File: config.mk
export PLATFORM = sky130hd
export DESIGN_NAME = mem_arbiter_flat
export DESIGN_NICKNAME = d
export VERILOG_FILES = /design/src/rtl/mem_arbiter_pkg.sv /design/src/rtl/mem_arbiter_if.sv /design/src/rtl/mem_arbiter.sv /design/src/flat_wrapper.sv
export SDC_FILE = /design/constraint.sdc
export NUM_CORES = 1
export LEC_CHECK = 0
export BUFFER_PORTS_ARGS = -buffer_cell sky130_fd_sc_hd__buf_2
export CAP_MARGIN = 20
export CORE_AREA = 2 2 145 147
export DETAILED_ROUTE_END_ITERATION = 6
export DIE_AREA = 0 0 147 149
export PLACE_DENSITY = 0.8
export SYNTH_ARGS = -nofsm -noshare
export SYNTH_HDL_FRONTEND = slang
export SYNTH_SLANG_ARGS = --single-unit
File: constraint.sdc
create_clock -name clk -period 1.8 [get_ports clk]
set_input_delay 0.09 -clock clk [delete_from_list [all_inputs] [get_ports clk]]
set_output_delay 0.09 -clock clk [all_outputs]
set_load 0.01 [all_outputs]
File: src/rtl/mem_arbiter_pkg.sv
// Shared types for the memory arbiter: FSM state encoding, grant identities
// and the two-way round-robin pick.
package mem_arbiter_pkg;

  typedef enum logic [1:0] {
    ARB_IDLE  = 2'd0,
    ARB_INST  = 2'd1,
    ARB_LOAD  = 2'd2,
    ARB_STORE = 2'd3
  } arb_state_e;

  localparam logic GRANT_IF  = 1'b0;
  localparam logic GRANT_LSU = 1'b1;

  // A lone LSU request always wins. On a tie the LSU wins only when IF
  // was granted last.
  function automatic logic pick_lsu(input logic ifp, input logic lp, input logic last);
    return lp & (~ifp | (last == GRANT_IF));
  endfunction

endpackage

File: src/rtl/mem_arbiter_if.sv
// Bundle of the requester-side (IF, LSU) and memctrl-side signals of the
// memory arbiter.
//   master : the arbiter; drives the mc_* requests and the IF/LSU responses
//   slave  : the environment; drives requests, operands and memctrl answers
interface mem_arbiter_if #(
  parameter int ADDR_W = 32
);

  logic              if_req;
  logic [ADDR_W-1:0] if_addr;
  logic              if_valid;
  logic [31:0]       if_data;

  logic              lsu_req;
  logic              lsu_we;
  logic [ADDR_W-1:0] lsu_addr;
  logic [1:0]        lsu_len;
  logic [31:0]       lsu_wdata;
  logic              lsu_done;
  logic [31:0]       lsu_rdata;

  logic              mc_read_inst;
  logic [ADDR_W-1:0] mc_read_inst_addr;
  logic [31:0]       mc_read_inst_ans;
  logic              mc_read_inst_ok;

  logic              mc_read_data;
  logic [ADDR_W-1:0] mc_read_data_addr;
  logic [1:0]        mc_read_data_len;
  logic [31:0]       mc_read_data_ans;
  logic              mc_read_data_ok;

  logic              mc_write_data;
  logic [ADDR_W-1:0] mc_write_data_addr;
  logic [1:0]        mc_write_data_len;
  logic [31:0]       mc_write_data_val;
  logic              mc_write_data_ok;

  modport master (
    input  if_req, if_addr,
    input  lsu_req, lsu_we, lsu_addr, lsu_len, lsu_wdata,
    input  mc_read_inst_ans, mc_read_inst_ok,
    input  mc_read_data_ans, mc_read_data_ok,
    input  mc_write_data_ok,
    output if_valid, if_data, lsu_done, lsu_rdata,
    output mc_read_inst, mc_read_inst_addr,
    output mc_read_data, mc_read_data_addr, mc_read_data_len,
    output mc_write_data, mc_write_data_addr, mc_write_data_len, mc_write_data_val
  );

  modport slave (
    output if_req, if_addr,
    output lsu_req, lsu_we, lsu_addr, lsu_len, lsu_wdata,
    output mc_read_inst_ans, mc_read_inst_ok,
    output mc_read_data_ans, mc_read_data_ok,
    output mc_write_data_ok,
    input  if_valid, if_data, lsu_done, lsu_rdata,
    input  mc_read_inst, mc_read_inst_addr,
    input  mc_read_data, mc_read_data_addr, mc_read_data_len,
    input  mc_write_data, mc_write_data_addr, mc_write_data_len, mc_write_data_val
  );

endinterface

File: src/rtl/mem_arbiter.sv
// Round-robin arbiter between instruction fetch and load/store in front of
// memctrl. One memory operation outstanding at a time; operands and strobe
// are held until memctrl answers; an IF flush discards an in-flight fetch.
//
// Ports:
//   clk    rising-edge clock
//   rst    asynchronous active-low reset
//   rdy    global enable; 0 freezes every register
//   flush  cancels the current or pending instruction fetch
//   bus    requester and memctrl signals (mem_arbiter_if.master)
//
// state     | meaning
// ----------+------------------------------------------------
// ARB_IDLE  | no op outstanding; arbitrate IF vs LSU
// ARB_INST  | fetch strobe held until read_inst_ok
// ARB_LOAD  | load strobe held until read_data_ok
// ARB_STORE | store strobe held until write_data_ok
module mem_arbiter
  import mem_arbiter_pkg::*;
#(
  parameter int   ADDR_W    = 32,
  parameter logic INIT_LAST = 1'b1
) (
  input  logic          clk,
  input  logic          rst,
  input  logic          rdy,
  input  logic          flush,
  mem_arbiter_if.master bus
);

  arb_state_e        state_q, state_d;
  logic              last_q, last_d;
  logic              drop_q, drop_d;
  logic              if_valid_q, if_valid_d;
  logic [31:0]       if_data_q, if_data_d;
  logic              lsu_done_q, lsu_done_d;
  logic [31:0]       lsu_rdata_q, lsu_rdata_d;
  logic              inst_q, inst_d;
  logic [ADDR_W-1:0] inst_addr_q, inst_addr_d;
  logic              rd_q, rd_d;
  logic [ADDR_W-1:0] rd_addr_q, rd_addr_d;
  logic [1:0]        rd_len_q, rd_len_d;
  logic              wr_q, wr_d;
  logic [ADDR_W-1:0] wr_addr_q, wr_addr_d;
  logic [1:0]        wr_len_q, wr_len_d;
  logic [31:0]       wr_val_q, wr_val_d;
  logic              ifp, lp;

  always_comb begin
    state_d     = state_q;
    last_d      = last_q;
    drop_d      = drop_q;
    if_valid_d  = if_valid_q;
    if_data_d   = if_data_q;
    lsu_done_d  = lsu_done_q;
    lsu_rdata_d = lsu_rdata_q;
    inst_d      = inst_q;
    inst_addr_d = inst_addr_q;
    rd_d        = rd_q;
    rd_addr_d   = rd_addr_q;
    rd_len_d    = rd_len_q;
    wr_d        = wr_q;
    wr_addr_d   = wr_addr_q;
    wr_len_d    = wr_len_q;
    wr_val_d    = wr_val_q;
    ifp         = 1'b0;
    lp          = 1'b0;

    if (rdy) begin
      if_valid_d = 1'b0;
      lsu_done_d = 1'b0;
      case (state_q)
        ARB_IDLE: begin
          // While a requester's completion pulse is showing, its req line is
          // still the one for the op just served; it competes next cycle.
          ifp = bus.if_req & ~flush & ~if_valid_q;
          lp  = bus.lsu_req & ~lsu_done_q;
          if (ifp | lp) begin
            drop_d = 1'b0;
            if (pick_lsu(ifp, lp, last_q)) begin
              last_d = GRANT_LSU;
              if (bus.lsu_we) begin
                wr_d      = 1'b1;
                wr_addr_d = bus.lsu_addr;
                wr_len_d  = bus.lsu_len;
                wr_val_d  = bus.lsu_wdata;
                state_d   = ARB_STORE;
              end else begin
                rd_d      = 1'b1;
                rd_addr_d = bus.lsu_addr;
                rd_len_d  = bus.lsu_len;
                state_d   = ARB_LOAD;
              end
            end else begin
              last_d      = GRANT_IF;
              inst_d      = 1'b1;
              inst_addr_d = bus.if_addr;
              state_d     = ARB_INST;
            end
          end
        end
        ARB_INST: begin
          if (flush) drop_d = 1'b1;
          if (bus.mc_read_inst_ok) begin
            inst_d  = 1'b0;
            drop_d  = 1'b0;
            state_d = ARB_IDLE;
            // A flush in the same cycle as ok still discards the result.
            if (!(drop_q | flush)) begin
              if_data_d  = bus.mc_read_inst_ans;
              if_valid_d = 1'b1;
            end
          end
        end
        ARB_LOAD: begin
          if (bus.mc_read_data_ok) begin
            rd_d        = 1'b0;
            lsu_rdata_d = bus.mc_read_data_ans;
            lsu_done_d  = 1'b1;
            state_d     = ARB_IDLE;
          end
        end
        ARB_STORE: begin
          if (bus.mc_write_data_ok) begin
            wr_d       = 1'b0;
            lsu_done_d = 1'b1;
            state_d    = ARB_IDLE;
          end
        end
        default: state_d = ARB_IDLE;
      endcase
    end
  end

  always_ff @(posedge clk or negedge rst) begin
    if (!rst) begin
      state_q     <= ARB_IDLE;
      last_q      <= INIT_LAST;
      drop_q      <= 1'b0;
      if_valid_q  <= 1'b0;
      if_data_q   <= '0;
      lsu_done_q  <= 1'b0;
      lsu_rdata_q <= '0;
      inst_q      <= 1'b0;
      inst_addr_q <= '0;
      rd_q        <= 1'b0;
      rd_addr_q   <= '0;
      rd_len_q    <= '0;
      wr_q        <= 1'b0;
      wr_addr_q   <= '0;
      wr_len_q    <= '0;
      wr_val_q    <= '0;
    end else begin
      state_q     <= state_d;
      last_q      <= last_d;
      drop_q      <= drop_d;
      if_valid_q  <= if_valid_d;
      if_data_q   <= if_data_d;
      lsu_done_q  <= lsu_done_d;
      lsu_rdata_q <= lsu_rdata_d;
      inst_q      <= inst_d;
      inst_addr_q <= inst_addr_d;
      rd_q        <= rd_d;
      rd_addr_q   <= rd_addr_d;
      rd_len_q    <= rd_len_d;
      wr_q        <= wr_d;
      wr_addr_q   <= wr_addr_d;
      wr_len_q    <= wr_len_d;
      wr_val_q    <= wr_val_d;
    end
  end

  assign bus.if_valid           = if_valid_q;
  assign bus.if_data            = if_data_q;
  assign bus.lsu_done           = lsu_done_q;
  assign bus.lsu_rdata          = lsu_rdata_q;
  assign bus.mc_read_inst       = inst_q;
  assign bus.mc_read_inst_addr  = inst_addr_q;
  assign bus.mc_read_data       = rd_q;
  assign bus.mc_read_data_addr  = rd_addr_q;
  assign bus.mc_read_data_len   = rd_len_q;
  assign bus.mc_write_data      = wr_q;
  assign bus.mc_write_data_addr = wr_addr_q;
  assign bus.mc_write_data_len  = wr_len_q;
  assign bus.mc_write_data_val  = wr_val_q;

endmodule

File: src/flat_wrapper.sv
// flat-port wrapper written by rule: the top's interface ports become plain ports
module mem_arbiter_flat import mem_arbiter_pkg::*;
#(
  parameter int   ADDR_W    = 32,
  parameter logic INIT_LAST = 1'b1
)
  (clk, rst, rdy, flush, bus_if_req, bus_if_addr, bus_lsu_req, bus_lsu_we, bus_lsu_addr, bus_lsu_len, bus_lsu_wdata, bus_mc_read_inst_ans, bus_mc_read_inst_ok, bus_mc_read_data_ans, bus_mc_read_data_ok, bus_mc_write_data_ok, bus_if_valid, bus_if_data, bus_lsu_done, bus_lsu_rdata, bus_mc_read_inst, bus_mc_read_inst_addr, bus_mc_read_data, bus_mc_read_data_addr, bus_mc_read_data_len, bus_mc_write_data, bus_mc_write_data_addr, bus_mc_write_data_len, bus_mc_write_data_val);
  mem_arbiter_if #(.ADDR_W(ADDR_W)) bus_i ();
  input  logic clk;
  input  logic rst;
  input  logic rdy;
  input  logic flush;
  input wire logic [$bits(bus_i.if_req)-1:0] bus_if_req;
  input wire logic [$bits(bus_i.if_addr)-1:0] bus_if_addr;
  input wire logic [$bits(bus_i.lsu_req)-1:0] bus_lsu_req;
  input wire logic [$bits(bus_i.lsu_we)-1:0] bus_lsu_we;
  input wire logic [$bits(bus_i.lsu_addr)-1:0] bus_lsu_addr;
  input wire logic [$bits(bus_i.lsu_len)-1:0] bus_lsu_len;
  input wire logic [$bits(bus_i.lsu_wdata)-1:0] bus_lsu_wdata;
  input wire logic [$bits(bus_i.mc_read_inst_ans)-1:0] bus_mc_read_inst_ans;
  input wire logic [$bits(bus_i.mc_read_inst_ok)-1:0] bus_mc_read_inst_ok;
  input wire logic [$bits(bus_i.mc_read_data_ans)-1:0] bus_mc_read_data_ans;
  input wire logic [$bits(bus_i.mc_read_data_ok)-1:0] bus_mc_read_data_ok;
  input wire logic [$bits(bus_i.mc_write_data_ok)-1:0] bus_mc_write_data_ok;
  output wire logic [$bits(bus_i.if_valid)-1:0] bus_if_valid;
  output wire logic [$bits(bus_i.if_data)-1:0] bus_if_data;
  output wire logic [$bits(bus_i.lsu_done)-1:0] bus_lsu_done;
  output wire logic [$bits(bus_i.lsu_rdata)-1:0] bus_lsu_rdata;
  output wire logic [$bits(bus_i.mc_read_inst)-1:0] bus_mc_read_inst;
  output wire logic [$bits(bus_i.mc_read_inst_addr)-1:0] bus_mc_read_inst_addr;
  output wire logic [$bits(bus_i.mc_read_data)-1:0] bus_mc_read_data;
  output wire logic [$bits(bus_i.mc_read_data_addr)-1:0] bus_mc_read_data_addr;
  output wire logic [$bits(bus_i.mc_read_data_len)-1:0] bus_mc_read_data_len;
  output wire logic [$bits(bus_i.mc_write_data)-1:0] bus_mc_write_data;
  output wire logic [$bits(bus_i.mc_write_data_addr)-1:0] bus_mc_write_data_addr;
  output wire logic [$bits(bus_i.mc_write_data_len)-1:0] bus_mc_write_data_len;
  output wire logic [$bits(bus_i.mc_write_data_val)-1:0] bus_mc_write_data_val;
  assign bus_i.if_req = bus_if_req;
  assign bus_i.if_addr = bus_if_addr;
  assign bus_i.lsu_req = bus_lsu_req;
  assign bus_i.lsu_we = bus_lsu_we;
  assign bus_i.lsu_addr = bus_lsu_addr;
  assign bus_i.lsu_len = bus_lsu_len;
  assign bus_i.lsu_wdata = bus_lsu_wdata;
  assign bus_i.mc_read_inst_ans = bus_mc_read_inst_ans;
  assign bus_i.mc_read_inst_ok = bus_mc_read_inst_ok;
  assign bus_i.mc_read_data_ans = bus_mc_read_data_ans;
  assign bus_i.mc_read_data_ok = bus_mc_read_data_ok;
  assign bus_i.mc_write_data_ok = bus_mc_write_data_ok;
  assign bus_if_valid = bus_i.if_valid;
  assign bus_if_data = bus_i.if_data;
  assign bus_lsu_done = bus_i.lsu_done;
  assign bus_lsu_rdata = bus_i.lsu_rdata;
  assign bus_mc_read_inst = bus_i.mc_read_inst;
  assign bus_mc_read_inst_addr = bus_i.mc_read_inst_addr;
  assign bus_mc_read_data = bus_i.mc_read_data;
  assign bus_mc_read_data_addr = bus_i.mc_read_data_addr;
  assign bus_mc_read_data_len = bus_i.mc_read_data_len;
  assign bus_mc_write_data = bus_i.mc_write_data;
  assign bus_mc_write_data_addr = bus_i.mc_write_data_addr;
  assign bus_mc_write_data_len = bus_i.mc_write_data_len;
  assign bus_mc_write_data_val = bus_i.mc_write_data_val;
  mem_arbiter #(.ADDR_W(ADDR_W), .INIT_LAST(INIT_LAST)) u_core (.clk(clk), .rst(rst), .rdy(rdy), .flush(flush), .bus(bus_i));
endmodule
# ---- Word level (Yosys, flattened, before mapping)
# Index checks and enable logic that the tools add are counted.
dict set report totals {
  ff_bits 205
  input_bits 172
  out_inout_bits 201
  word_cells 90
}
dict set report classes {
  eq_ne 12
  mux 32
  bitwise_logic 15
  reduce_logical 15
}
# op count
set op_table {}
lappend op_table {{2-to-1 mux 1 bit} 21}
lappend op_table {{AND reduction 5 bit} 4}
lappend op_table {{!= test 2 bit, second input constant} 6}
lappend op_table {{AND reduction 4 bit} 3}
lappend op_table {{AND reduction 6 bit} 2}
lappend op_table {{2-to-1 mux 2 bit} 5}
lappend op_table {{one-hot mux 1 bit (2 select lines)} 5}
lappend op_table {{NOT 1 bit} 8}
lappend op_table {{one-hot mux 2 bit (4 select lines)} 1}
lappend op_table {{AND reduction 3 bit} 2}
lappend op_table {{nonzero test 2 bit} 3}
lappend op_table {{bitwise AND 1 bit} 4}
lappend op_table {{equality test 2 bit, second input constant} 2}
lappend op_table {{!= test 2 x 1 -> 1 bit, second input constant} 2}
lappend op_table {{!= test 3 bit, second input constant} 1}
lappend op_table {{bitwise OR 1 bit} 3}
lappend op_table {{equality test 2 x 1 -> 1 bit, second input constant} 1}
lappend op_table {{logical NOT 2 bit} 1}

# ---- Depth between registers and ports, before layout
dict set report depth {
  word_depth 9
  ltp_mapped 7
}

# ---- Worst setup path before layout
# Ideal clock, no wire load.
dict set report synth_path {
  kind {reg2reg}
  start {register u_core.state_q[0]}
  end {register u_core.wr_addr_q[10], in the netlist u_core.bus.mc_write_data_addr[10]}
  setup_time_ns 0.125
  arrival_time_ns 1.874
  required_time_ns 1.675
  path_slack_ns -0.199
  stages_incl_launch_ff 8
  path_buffers 4
  path_cell_list {dfrtp_1 > buf_2 > nor3b_1 > and4_1 > clkbuf_1 > buf_2 > buf_4 > mux2_2}
}
dict set report synth_via {
  elab_chain_cells 2
}
# item line_no
set synth_lines {}
lappend synth_lines {{from (decl)} mem_arbiter.sv:31} ;# arb_state_e state_q, state_d;
lappend synth_lines {{from (signal assigned)} mem_arbiter.sv:154} ;# state_q <= state_d;
lappend synth_lines {{logical NOT 2 bit} mem_arbiter.sv:72} ;# case (state_q)
lappend synth_lines {{AND reduction 5 bit (no source line)} n/a}
lappend synth_lines {{to (signal assigned)} mem_arbiter.sv:167} ;# wr_addr_q <= wr_addr_d;
lappend synth_lines {{to (decl)} mem_arbiter.sv:44} ;# logic [ADDR_W-1:0] wr_addr_q, wr_addr_d;
# Every way passes these cells.
# A chain may end at the register's enable or synchronous reset.

# ---- Final worst setup path
dict set report layout_path {
  start {register u_core.state_q[0]}
  end {register u_core.rd_addr_q[29], in the netlist u_core.bus.mc_read_data_addr[29]}
}
dict set report layout_via {
  elab_chain_cells 2
}
# item line_no
set layout_lines {}
lappend layout_lines {{logical NOT 2 bit} mem_arbiter.sv:72}
lappend layout_lines {{AND reduction 5 bit (no source line)} n/a}
lappend layout_lines {{to (signal assigned)} mem_arbiter.sv:164} ;# rd_addr_q <= rd_addr_d;
lappend layout_lines {{to (decl)} mem_arbiter.sv:41} ;# logic [ADDR_W-1:0] rd_addr_q, rd_addr_d;
# Every way passes these cells.

==> results.json <==
{
  "finalClockSkew_ns": 0.006708,
  "synth_edf_count": 0,
  "seq_power_share": 0.384,
  "setup_slack_ns": -0.1430,
  "viasPerCell": 4.794,
  "holdPathStages": 4,
  "clk_pin_slew_ns": 0.06,
  "drv_slew": 0,
  "dpl.hpwl_um": 14340,
  "path_buf_inv": 1,
  "syn_avg_cell_area_um2": 16.74,
  "cp-start-kind": "register",
  "critPathKind": "reg2reg",
  "io_buffers": 372,
  "finalHoldViolCount": 0,
  "synth-seq-cells": 205,
  "grt_pass1_vias": 7017,
  "path_depth": 4,
  "cellLeakagePower_nw": 7.000,
  "p_clk_frac": 0.206,
  "grt.overflow.total": 0,
  "postSynthCellCount": 472,
  "syn-cell-area_um2": 7901,
  "grt_max_degree": 59,
  "internal_power_w": 0.01454,
  "cts_buffer_depth": 3,
  "fin_crit_ns": 1.943,
  "htree_levels": 1,
  "cts_tree": "yes",
  "synth_mux_area_frac": 0.2956,
  "drtPass1Iterations": 4,
  "area_growth_pct": 74.19,
  "ys_seq_area_frac": 0.6494,
  "switching_share": 0.3266,
  "maxCapViolCount": 0,
  "cp.required_ns": 2.18,
  "outcome": "complete, but fails checks",
  "place_ws_ns": -0.07516,
  "grtUsageTotal": 0.2161,
  "tightest_slew_ns": 0.5388,
  "worst-path-max-fanout": 20,
  "p_total_w": 0.02159,
  "p_per_area_nw_per_um2": 1568,
  "antenna_left": 0,
  "ys.warnings.count": 0,
  "die_h_um": 149,
  "hold_class": "in2reg",
  "critPathCaptureType": "register",
  "setup_viol": 159,
  "ff2ff_path_depth": 4,
  "synth_xor_area_frac": 0,
  "drc_errors": 0,
  "detail_route.wl_per_cell_um": 20.06,
  "worstPathCellList": "or3b_4 -> or4_4 -> buf_12 -> mux2_4",
  "synth_top_family_by_area": "multiplexers",
  "cts_root_buffer": "clkbuf_16",
  "fmax_mhz": 514.7,
  "cpLargestDelayFamily": "simple AND/OR/NAND/NOR gates",
  "row_count": 53,
  "layout-drive-gt1-share": 0.6279,
  "synth_cell_types": 33,
  "core_um2": 20560,
  "synthesis.nets": 644,
  "die_w_um": 147,
  "n_antenna_cell": 0,
  "drt_iter0_drc": 226,
  "cts.sinks": 205,
  "violations": "negative setup slack",
  "rrSetupSlack_ns": -0.14,
  "grt_antenna_before_repair": 0,
  "switching_power_w": 0.007049,
  "synthSimpleGateAreaFrac": 0.02249,
  "ios": 373,
  "synth_fa_ha_area_frac": 0,
  "gp_congestion": 0.7983,
  "p_comb_frac": 0.410,
  "dieArea_um2": 21900,
  "yosys-top-cells-area": "dfrtp_1 (65%), mux2_2 (24%), mux2_4 (5.5%)",
  "synth-compound-area-share": 0.01124,
  "start_util": 0.3844,
  "finalWirelength_um": 27620,
  "ir_drop_mv": 0.9974,
  "max_stage_delay_ns": 0.48,
  "holdWs_ns": 0.09628,
  "slowest_stage": "or4_4",
  "synthArstFlopShare": 1.000,
  "yosysTopAreaCell": "dfrtp_1",
  "vias": 6602,
  "slew_headroom": 0.6408,
  "clkLatencyLatePin_ns": 0.50,
  "cp_data_arrival_time_ns": 2.32,
  "rsz0062_at_grt": "yes",
  "final_nets": 1258,
  "grt_pass1_wl_um": 37570,
  "cts_buffers": 22,
  "ys.flop_type": "dfrtp_1",
  "synth_top_area_frac": 0.6461,
  "fin_crit_sh": 1.079
}
power by group through the flow:
stage | Clock [W] | Combinational, W | Sequential [W]
floorplan | 0 | 0.00272 | 0.00910
CTS | 0.00450 | 0.00755 | 0.00803
global route | 0.00473 | 0.00938 | 0.00851
global placement | 0 | 0.00696 | 0.00797
detailed placement | 0 | 0.00714 | 0.00807
finish | 0.00444 | 0.00885 | 0.00830
worst reg2reg max path, delay by kind of cell (launching register included):
| kind | cells | cell delay, ns |
|---|---|---|
| flops | 1 | 0.40 |
| mux | 1 | 0.32 |
| buf+inv | 1 | 0.20 |
| simple gates | 2 | 0.90 |
cells in the mapped netlist, types with 3 or more instances:
cell and n:
nor3b_1 3, mux2_4 29, clkbuf_1 8, mux2_2 167
dfrtp_1 204, buf_4 5, nand2_1 5, buf_6 4
nor2b_1 3, buf_2 8, o21ai_0 6, inv_1 4
placed cells by master (no fill, tap or decap), types with 2 or more instances in the layout:
cell type,instances
nand2b_1,2
clkinv_2,7
buf_2,371
clkbuf_16,28
mux2_4,125
buf_6,11
mux2_2,71
o21ai_0,6
nor3b_2,2
mux2i_1,2
nor2b_1,2
or3b_4,2
clkinv_4,2
dfrtp_1,204
clkbuf_8,7
inv_1,4
buf_4,31
buf_8,9
dlygate4sd3_1,170
nand4b_1,2
a21oi_1,2
buf_12,16
nand2_1,5
cell type report:
| type | instances | area [um2] |
|---|---|---|
| multi-input combinational | 238 | 3014 |
| clock buffer | 30 | 661.9 |
| fill | 1307 | 6794 |
| timing repair buffer | 615 | 4537 |
| inverter | 4 | 15.01 |
| sequential | 205 | 5131 |
| clock inverter | 10 | 60.06 |
| tap | 275 | 344.1 |
routing by layer:
layer | wire length (um) | vias up | track usage | part of all wire
met4 | 1017 | 0 | 0.07548 | 0.037
met5 | 0 | - | 0 | 0
met2 | 14580 | 296 | 0.4045 | 0.53
li1 | - | 2901 | - | -
met3 | 1637 | 74 | 0.04862 | 0.059
met1 | 10380 | 3331 | 0.2429 | 0.38
cell families (layout without fill, tap and decap cells):
group	Yosys count	after routing
DFF	205	205
and+or+nand+nor	26	26
buffers and inverters	29	659
AOI/OAI and AO/OA	14	14
muxes	198	198
final timing paths:
| check | start | end |
|---|---|---|
| max in group asynchronous | rst | u_core.bus.mc_read_data_addr[9] |
| hold reg to reg | u_core.bus.mc_write_data | u_core.bus.mc_write_data |
| hold / removal | bus_if_req | u_core.state_q[1] |
| min in group asynchronous | rst | u_core.bus.mc_read_data_addr[23] |
| setup reg to reg | u_core.state_q[0] | u_core.bus.mc_read_data_addr[29] |
| setup / recovery | u_core.state_q[0] | u_core.bus.mc_read_data_addr[29] |
sequential cells by signal (all words and copies together), names as in the netlist, 2 cells and up:
register	flops
u_core.bus.mc_read_data_len	2
u_core.bus.mc_write_data_val	32
u_core.bus.mc_write_data_len	2
u_core.bus.mc_read_inst_addr	32
u_core.bus.mc_write_data_addr	32
u_core.bus.lsu_rdata	32
u_core.state_q	2
u_core.bus.mc_read_data_addr	32
u_core.bus.if_data	32
timing repair:
action	4_1_cts	5_1_grt
buffers inserted	8	18
setup endpoints to repair	80	165
endpoints found under the hold margin	324	1
hold buffers	170	1
pin swaps	2	5
gates resized for setup	4	138
cloned	2	7
per-stage QoR:
stage	utilization	setup TNS, ns	std cells	area, um2
finish	0.6695	-13.04	1377	13760
global placement	0.5063	-2.077	1134	10410
detailed placement	0.5063	-3.241	1134	10410
CTS	0.6310	-6.303	1354	12970
floorplan	-	-8.190	472	7935
global route	0.6695	-18.91	1377	13760
(Power assumes the default switching activity.)
